<file path="config.mk">
export PLATFORM = sky130hd
export DESIGN_NAME = muldiv_unit_flat
export DESIGN_NICKNAME = d
export VERILOG_FILES = /design/src/rtl/muldiv_if.sv /design/src/rtl/muldiv_unit.sv /design/src/flat_wrapper.sv
export SDC_FILE = /design/constraint.sdc
export NUM_CORES = 2
export LEC_CHECK = 0
export BUFFER_PORTS_ARGS = -buffer_cell sky130_fd_sc_hd__buf_2
export CORE_UTILIZATION = 30
export DETAILED_ROUTE_END_ITERATION = 10
export PLACE_DENSITY = 0.48
export SLEW_MARGIN = 0
export SYNTH_ARGS = -nofsm -noshare
export SYNTH_HDL_FRONTEND = slang
export SYNTH_SLANG_ARGS = --single-unit
</file>
<file path="constraint.sdc">
create_clock -name clock -period 8.77 [get_ports clock]
set_input_delay 1.754 -clock clock [delete_from_list [all_inputs] [get_ports clock]]
set_output_delay 1.754 -clock clock [all_outputs]
set_load 0.005 [all_outputs]
</file>
<file path="src/rtl/muldiv_if.sv">
// Handshake bundle between the issue logic and the RV64M multiply/divide unit.
// master: start, funct3, operand_a, operand_b out; busy, done, result in.
interface muldiv_if #(
    parameter int XLEN = 64
);
    logic            start;
    logic [2:0]      funct3;
    logic [XLEN-1:0] operand_a;
    logic [XLEN-1:0] operand_b;
    logic            busy;
    logic            done;
    logic [XLEN-1:0] result;

    modport master (
        output start, funct3, operand_a, operand_b,
        input  busy, done, result
    );

    modport slave (
        input  start, funct3, operand_a, operand_b,
        output busy, done, result
    );
endinterface

</file>
<file path="src/rtl/muldiv_unit.sv">
// Iterative RV64M multiply/divide unit: radix-2 shift-add multiply and
// restoring divide, one iteration per clock.
// Ports: clock, reset (async, active-high), bus (muldiv_if.slave).
module muldiv_unit #(
    parameter int XLEN = 64
) (
    input  logic      clock,
    input  logic      reset,
    muldiv_if.slave   bus
);
    localparam int CW = $clog2(XLEN) + 1;
    localparam logic [XLEN-1:0] MIN = {1'b1, {(XLEN-1){1'b0}}};

    typedef enum logic [1:0] {IDLE, RUN, FINISH} state_t;

    state_t            state_q, state_d;
    logic [2:0]        f3_q, f3_d;
    logic              sa_q, sa_d;
    logic              sb_q, sb_d;
    logic              byp_q, byp_d;
    logic [XLEN-1:0]   a_q, a_d;
    logic [2*XLEN-1:0] acc_q, acc_d;
    logic [CW-1:0]     cnt_q, cnt_d;
    logic              done_q, done_d;
    logic [XLEN-1:0]   res_q, res_d;

    logic              is_div, sgn_a, sgn_b, neg_a, neg_b;
    logic              b_zero, ovf;
    logic [XLEN-1:0]   mag_a, mag_b, preset;
    logic [XLEN:0]     mul_sum, div_try;
    logic [XLEN-1:0]   div_sub;
    logic              div_ok;
    logic [2*XLEN-1:0] mul_nxt, div_nxt, prod;
    logic [XLEN-1:0]   quo, rem, mul_res, div_res, fin_res;

    always_comb begin
        is_div = bus.funct3[2];
        sgn_a  = bus.funct3 inside {3'b001, 3'b010, 3'b100, 3'b110};
        sgn_b  = bus.funct3 inside {3'b001, 3'b100, 3'b110};
        neg_a  = sgn_a & bus.operand_a[XLEN-1];
        neg_b  = sgn_b & bus.operand_b[XLEN-1];
        mag_a  = neg_a ? -bus.operand_a : bus.operand_a;
        mag_b  = neg_b ? -bus.operand_b : bus.operand_b;
        b_zero = bus.operand_b == '0;
        ovf    = ~bus.funct3[0] & (bus.operand_a == MIN)
               & (bus.operand_b == '1);
        if (b_zero)
            preset = bus.funct3[1] ? bus.operand_a : '1;
        else
            preset = bus.funct3[1] ? '0 : MIN;

        // Multiply: acc = {partial, multiplier}; add then shift right.
        mul_sum = {1'b0, acc_q[2*XLEN-1:XLEN]} + {1'b0, a_q};
        mul_nxt = acc_q[0] ? {mul_sum, acc_q[XLEN-1:1]}
                           : {1'b0, acc_q[2*XLEN-1:1]};

        // Divide: acc = {remainder, dividend/quotient}; shift left, try subtract.
        div_try = {acc_q[2*XLEN-1:XLEN], acc_q[XLEN-1]};
        div_ok  = div_try >= {1'b0, a_q};
        div_sub = div_try[XLEN-1:0] - a_q;
        div_nxt = div_ok ? {div_sub, acc_q[XLEN-2:0], 1'b1}
                         : {div_try[XLEN-1:0], acc_q[XLEN-2:0], 1'b0};

        prod    = (sa_q ^ sb_q) ? -acc_q : acc_q;
        mul_res = (f3_q[1:0] == 2'b00) ? prod[XLEN-1:0]
                                       : prod[2*XLEN-1:XLEN];
        quo     = (sa_q ^ sb_q) ? -acc_q[XLEN-1:0] : acc_q[XLEN-1:0];
        rem     = sa_q ? -acc_q[2*XLEN-1:XLEN] : acc_q[2*XLEN-1:XLEN];
        div_res = f3_q[1] ? rem : quo;
        if (byp_q)
            fin_res = acc_q[XLEN-1:0];
        else
            fin_res = f3_q[2] ? div_res : mul_res;
    end

    always_comb begin
        state_d = state_q;
        f3_d    = f3_q;
        sa_d    = sa_q;
        sb_d    = sb_q;
        byp_d   = byp_q;
        a_d     = a_q;
        acc_d   = acc_q;
        cnt_d   = cnt_q;
        done_d  = 1'b0;
        res_d   = res_q;
        unique case (state_q)
            IDLE: begin
                if (bus.start) begin
                    f3_d  = bus.funct3;
                    sa_d  = neg_a;
                    sb_d  = neg_b;
                    cnt_d = '0;
                    if (is_div && (b_zero || ovf)) begin
                        byp_d   = 1'b1;
                        acc_d   = {{XLEN{1'b0}}, preset};
                        state_d = FINISH;
                    end else begin
                        byp_d   = 1'b0;
                        a_d     = is_div ? mag_b : mag_a;
                        acc_d   = {{XLEN{1'b0}}, is_div ? mag_a : mag_b};
                        state_d = RUN;
                    end
                end
            end
            RUN: begin
                acc_d = f3_q[2] ? div_nxt : mul_nxt;
                cnt_d = cnt_q + 1'b1;
                if (cnt_q == CW'(XLEN - 1))
                    state_d = FINISH;
            end
            FINISH: begin
                res_d   = fin_res;
                done_d  = 1'b1;
                state_d = IDLE;
            end
            default: state_d = IDLE;
        endcase
    end

    always_ff @(posedge clock or posedge reset) begin
        if (reset) begin
            state_q <= IDLE;
            f3_q    <= '0;
            sa_q    <= 1'b0;
            sb_q    <= 1'b0;
            byp_q   <= 1'b0;
            a_q     <= '0;
            acc_q   <= '0;
            cnt_q   <= '0;
            done_q  <= 1'b0;
            res_q   <= '0;
        end else begin
            state_q <= state_d;
            f3_q    <= f3_d;
            sa_q    <= sa_d;
            sb_q    <= sb_d;
            byp_q   <= byp_d;
            a_q     <= a_d;
            acc_q   <= acc_d;
            cnt_q   <= cnt_d;
            done_q  <= done_d;
            res_q   <= res_d;
        end
    end

    assign bus.busy   = state_q != IDLE;
    assign bus.done   = done_q;
    assign bus.result = res_q;
endmodule

</file>
<file path="src/flat_wrapper.sv">
// flat-port wrapper written by rule: the top's interface ports become plain ports
module muldiv_unit_flat 
#(
    parameter int XLEN = 64
)
  (clock, reset, bus_start, bus_funct3, bus_operand_a, bus_operand_b, bus_busy, bus_done, bus_result);
  muldiv_if #(.XLEN(XLEN)) bus_i ();
  input  logic clock;
  input  logic reset;
  input wire logic [$bits(bus_i.start)-1:0] bus_start;
  input wire logic [$bits(bus_i.funct3)-1:0] bus_funct3;
  input wire logic [$bits(bus_i.operand_a)-1:0] bus_operand_a;
  input wire logic [$bits(bus_i.operand_b)-1:0] bus_operand_b;
  output wire logic [$bits(bus_i.busy)-1:0] bus_busy;
  output wire logic [$bits(bus_i.done)-1:0] bus_done;
  output wire logic [$bits(bus_i.result)-1:0] bus_result;
  assign bus_i.start = bus_start;
  assign bus_i.funct3 = bus_funct3;
  assign bus_i.operand_a = bus_operand_a;
  assign bus_i.operand_b = bus_operand_b;
  assign bus_busy = bus_i.busy;
  assign bus_done = bus_i.done;
  assign bus_result = bus_i.result;
  muldiv_unit #(.XLEN(XLEN)) u_core (.clock(clock), .reset(reset), .bus(bus_i));
endmodule
</file>
Word-level counts from Yosys, hierarchy flattened
Cells that the tools add are included.
{"block": "op_classes", "addsub": 8, "order_cmp": 1, "n_eq_ne": 11, "muxes": 28, "n_bitwise": 7, "reduce_logical": 13}
{"cell": "2-to-1 mux 64 bit", "count": 14}
{"cell": "2-to-1 mux 128 bit", "count": 5}
{"cell": "negator 64 bit", "count": 4}
{"cell": "one-hot mux 128 bit (2 select lines)", "count": 1}
{"cell": "== test 64 bit (second input constant)", "count": 2}
{"cell": "negator 128 bit", "count": 1}
{"cell": "adder 64 x 64 -> 65 bit", "count": 1}
{"cell": ">= comparator 65 x 64 -> 1 bit", "count": 1}
{"cell": "zero test 64 bit", "count": 1}
{"cell": "subtractor 64 bit", "count": 1}
{"cell": "one-hot mux 7 bit (2 select lines)", "count": 1}
{"cell": "adder 7 x 1 -> 7 bit (second input constant)", "count": 1}
{"cell": "== test 7 x 6 -> 1 bit (second input constant)", "count": 1}
{"cell": "2-to-1 mux 7 bit", "count": 1}
{"cell": "== test 3 bit (second input constant)", "count": 2}
{"cell": "2-to-1 mux 2 bit", "count": 3}
{"cell": "AND reduction 2 bit", "count": 3}
{"cell": "bitwise AND 1 bit", "count": 4}
{"cell": "zero test 2 bit", "count": 2}
{"cell": "one-hot mux 2 bit (2 select lines)", "count": 1}
{"cell": "nonzero test 2 bit", "count": 2}
{"cell": "nonzero test 4 bit", "count": 1}
{"cell": "== test 3 x 1 -> 1 bit (second input constant)", "count": 1}
{"cell": "== test 3 x 2 -> 1 bit (second input constant)", "count": 1}
{"cell": "other kinds (11)", "count": 13}
{"block": "totals", "ff_bits": 272, "output_inout_bits": 66, "elab_cells": 78}

Logic depth before layout (Yosys ltp)
{"block": "depth", "word_depth": 8, "mapped_depth": 16}

Worst setup path before layout
No wires, ideal clock.
{"block": "synth_path", "kind": "input to register", "from": "input bus_operand_b[27]", "to": "register u_core.acc_q[50]", "arrival_time_ns": 4.720, "t_required_ns": 8.628, "setup_slack_ns": 3.908, "cell_stages": 12, "n_path_buf": 2, "cell_sequence": "or4_4 -> or4_4 -> or3_4 -> nor4_4 -> and2b_1 -> buf_4 -> a21oi_4 -> and2_1 -> buf_6 -> a21o_1 -> a2111oi_0 -> a211oi_1"}
{"block": "synth_via", "elab_chain_cells": 7}
{"item": "from (decl)", "line": "flat_wrapper.sv:13", "source": "input wire logic [$bits(bus_i.operand_b)-1:0] bus_operand_b;"}
{"item": "branches (longest 4 deep; another with negator 64 bit)"}
{"item": "2-to-1 mux 64 bit (*)", "line": "muldiv_unit.sv:94", "source": "if (is_div && (b_zero || ovf)) begin"}
{"item": "2-to-1 mux 128 bit (*)", "line": "muldiv_unit.sv:89", "source": "if (bus.start) begin"}
{"item": "one-hot mux 128 bit (2 select lines) (*)", "line": "muldiv_unit.sv:87", "source": "unique case (state_q)"}
{"item": "to (signal assigned)", "line": "muldiv_unit.sv:129", "source": "acc_q <= '0;"}
{"item": "to (signal assigned)", "line": "muldiv_unit.sv:140", "source": "acc_q <= acc_d;"}
{"item": "to (decl)", "line": "muldiv_unit.sv:22", "source": "logic [2*XLEN-1:0] acc_q, acc_d;"}
Mark *: on every way between the ends. The select of a mux whose other input is x is not followed.
A chain may end at the register's enable or synchronous reset.

Worst setup path after layout
{"block": "layout_path", "from": "input bus_operand_b[12]", "to": "register u_core.acc_q[50]"}
Same word-level chain as after synthesis.

==> flow_summary_export.csv <==
group,metric,value,unit
final_layout,final_common_cell,"o21ai_0",
worst_hold_path,hold_path.class,"reg2reg",
clock_network,clk_path_buf_depth,3,
floorplan,io_pins,200,
timing,worst_slew_pin_slew,1.246,ns
synth,ys_seq_area_share,21.52,%
detailed_routing,drt-vias-per-instance,6.015,
worst_setup_path,crit_type,"in2reg",
clock_network,post-cts-setup-buffers,0,
worst_setup_path,cp_max_fo,43,
final_layout,final_net_count,4648,
floorplan,fp.dieH,326.7,µm
clock_network,ctsResizeCount,0,
clock_network,cts_hold_buf,0,
clock_network,clock_sinks,272,
synth,synth_fa_ha_area_share,5.428,%
power_and_ir_drop,p_leak,13.86,nW
synth,syn_area,31630,µm²
timing,clock.fmax,180.8,MHz
grt,grt_use_total,29.22,%
placement,gp_congestion,0.9996,
final_layout,synthToLayoutAreaGrowth,10.23,%
timing,finalSetupViolCount,0,
grt,antenna_found_initial,11,
floorplan,die-area,106700,µm²
synth,synth_mux_area_share,3.390,%
floorplan,die_width,326.7,µm
timing,setup_tns,0,ns
run_status,status,"complete, no violations",
synth,synth_top_family_by_area,"compound AO/OA/AOI/OAI gates",
worst_setup_path,crit_arrival,5.96,ns
synth,synth_compound_area_share,29.01,%
final_layout,fillCellCount,11270,
power_and_ir_drop,ir_drop,0.1982,mV
final_layout,final_cell_mix,"o21ai_0, nand2_1, a21oi_1",
clock_network,htree_levels,2,
placement,dp_hpwl,126000,µm
detailed_routing,drt_iter0_markers,4280,
worst_hold_path,whs_path_depth,2,
worst_setup_path,ff2ff_path_depth,14,
detailed_routing,first_pass_iters,6,
timing,clock_skew,0.02450,ns
synth,synthFlopType,"dfrtp_1",
detailed_routing,vias,34810,
floorplan,initial_core_util,30.38,%
worst_setup_path,r2r_setup_slack,3.28,ns
synth,avgSynthCellArea,7.099,µm²
detailed_routing,drc_errors,0,
clock_network,tritoncts,"yes",
synth,ys_types,86,
grt,grt_max_degree,145,
synth,yosys_warnings,0,
final_layout,drive_gt1_share,9.489,%
timing,final_hold_viol_count,0,
detailed_routing,routed_wl,161400,µm
clock_network,worstSkewPairLatency,0.60,ns
timing,finalCritPeriodShare,63.07,%
clock_network,clkTransAtPathRegs,0.06,ns
synth,syn_inst,4455,
grt,grt_pass1_wl,233500,µm
grt,grt_pass1_vias,32610,
synth,synth_seq_cells,272,
synth,yosys.area_share.simple,22.66,%
power_and_ir_drop,p_per_area,481.3,nW/µm²
worst_setup_path,crit_path_start_kind,"input port",
power_and_ir_drop,power,16.78,mW
timing,finalCriticalPeriod,5.531,ns
synth,syn_nets,4725,
timing,slew-limit-headroom,14.76,%
detailed_routing,wl_per_cell,27.88,µm
worst_setup_path,crit_path_end_kind,"flip-flop",
clock_network,cts_buffers,38,
worst_setup_path,required,9.20,ns
floorplan,placementRows,118,
placement,portBuffers,199,
synth,yosys.area_share.xor_xnor,11.58,%
run,maxCapViolations,0,
timing,rsz0062_at_grt,"no",
synth,synth_edf_count,0,
detailed_routing,ant_nets,0,
floorplan,coreArea,104100,µm²
grt,grt_remaining_overflow,0,
timing,final_max_slew_viol_count,0,
clock_network,clock-root-buffer,"clkbuf_16",
synth,ys_async_sr_fraction,100.0,%
-- final cells by class --
class                           instances  area (µm²)  area share [%]
Clock inverter                         14       176.4          0.5061
Inverter                              136       514.2           1.475
Sequential cell                       272        6817           19.55
Antenna cell                            2       5.005         0.01436
Clock buffer                           53        1097           3.148
Timing Repair Buffer                  279        1653           4.741
Tap cell                             1380        1727           4.953
Multi-Input combinational cell       3651       22870           65.61
-- metal layers --
metal | global-route usage, % | vias up | wire [µm]
li1 | - | 15960 | -
met3 | 5.799 | 275 | 14150
met4 | 8.675 | 18 | 5347
met1 | 40.70 | 16900 | 71130
met2 | 45.24 | 1648 | 70600
met5 | 0 | - | 135
-- worst max-delay path: stages --
cell	delay (ns)
buf_2	0.13
or4_1	0.61
nor4_1	0.47
nand4bb_1	0.34
nor4_4	0.46
and2b_1	0.18
buf_4	0.42
a21oi_4	0.14
and2_1	0.56
a21o_1	0.32
a2111oi_0	0.47
a211oi_1	0.10
-- final timing paths --
path,end,start
max in group asynchronous,u_core.byp_q,reset
min in group asynchronous,u_core.bus.result[50],reset
hold / removal,u_core.bus.result[5],u_core.bus.result[5]
hold reg to reg,u_core.bus.result[5],u_core.bus.result[5]
setup reg to reg,u_core.acc_q[127],u_core.acc_q[64]
setup / recovery,u_core.acc_q[50],bus_operand_b[12]
-- stage by stage --
step                setup WS (ns)  hold slack (ns)  area [µm²]  std cells  util, %
global placement            2.756           0.4633       33580       5718    32.26
global route                3.002           0.5105       34860       5785    33.49
CTS                         3.337           0.4798       34860       5785    33.49
floorplan                   3.421           0.4573       31630       4455        -
detailed placement          2.733           0.4652       33580       5718    32.26
finish                      3.239           0.4742       34860       5787    33.49
-- cells by family after synthesis --
group	after synthesis
DFF	272
buffers and inverters	532
and+or+nand+nor	1494
xor gates and xnor gates	418
adders and majority gates	136
AOI/OAI and AO/OA	1497
muxes	106
-- synth_stat cells, types with 13 or more instances --
library cell	number	area [µm²]
o22ai_1	21	131.4
nand4_1	64	400.4
o21a_1	13	97.59
a211o_1	13	113.9
ha_1	134	1677
o41ai_1	23	201.4
buf_2	17	85.08
o21ai_0	479	2397
a22o_1	14	122.6
or3_1	43	269.0
o211ai_1	48	360.4
a21oi_1	434	2172
a211oi_1	84	630.6
inv_1	134	503.0
o31ai_1	62	465.5
buf_1	32	120.1
xor2_1	199	1743
clkbuf_1	345	1295
or2_2	25	156.4
nor2b_1	37	231.5
nand2b_1	39	244.0
nor2_1	401	1505
nor4_1	50	312.8
and2_1	16	100.1
a31oi_1	49	306.5
nand2_1	448	1682
mux2i_1	97	970.9
a32o_1	13	130.1
nand3_1	93	465.5
xnor2_1	219	1918
o221ai_1	32	280.3
a21o_1	68	510.5
or4_1	36	270.3
and3_1	30	187.7
o21bai_1	28	210.2
a221oi_1	28	245.2
dfrtp_1	272	6807
nor3_1	150	750.7
-- power breakdown --
part	internal, mW	leakage, nW	switching (mW)
clock network	0.941	0.622	0.696
logic	4.47	9.87	7.33
registers	1.76	3.37	1.58
total	7.17	13.9	9.61
-- sequential cells by signal, summed over array words and instances (netlist names) --
name	cells
u_core.cnt_q	7
u_core.state_q	2
u_core.bus.done	1
u_core.byp_q	1
u_core.acc_q	128
u_core.f3_q	3
u_core.sa_q	1
u_core.sb_q	1
u_core.a_q	64
u_core.bus.result	64
(Power assumes the default switching activity.)
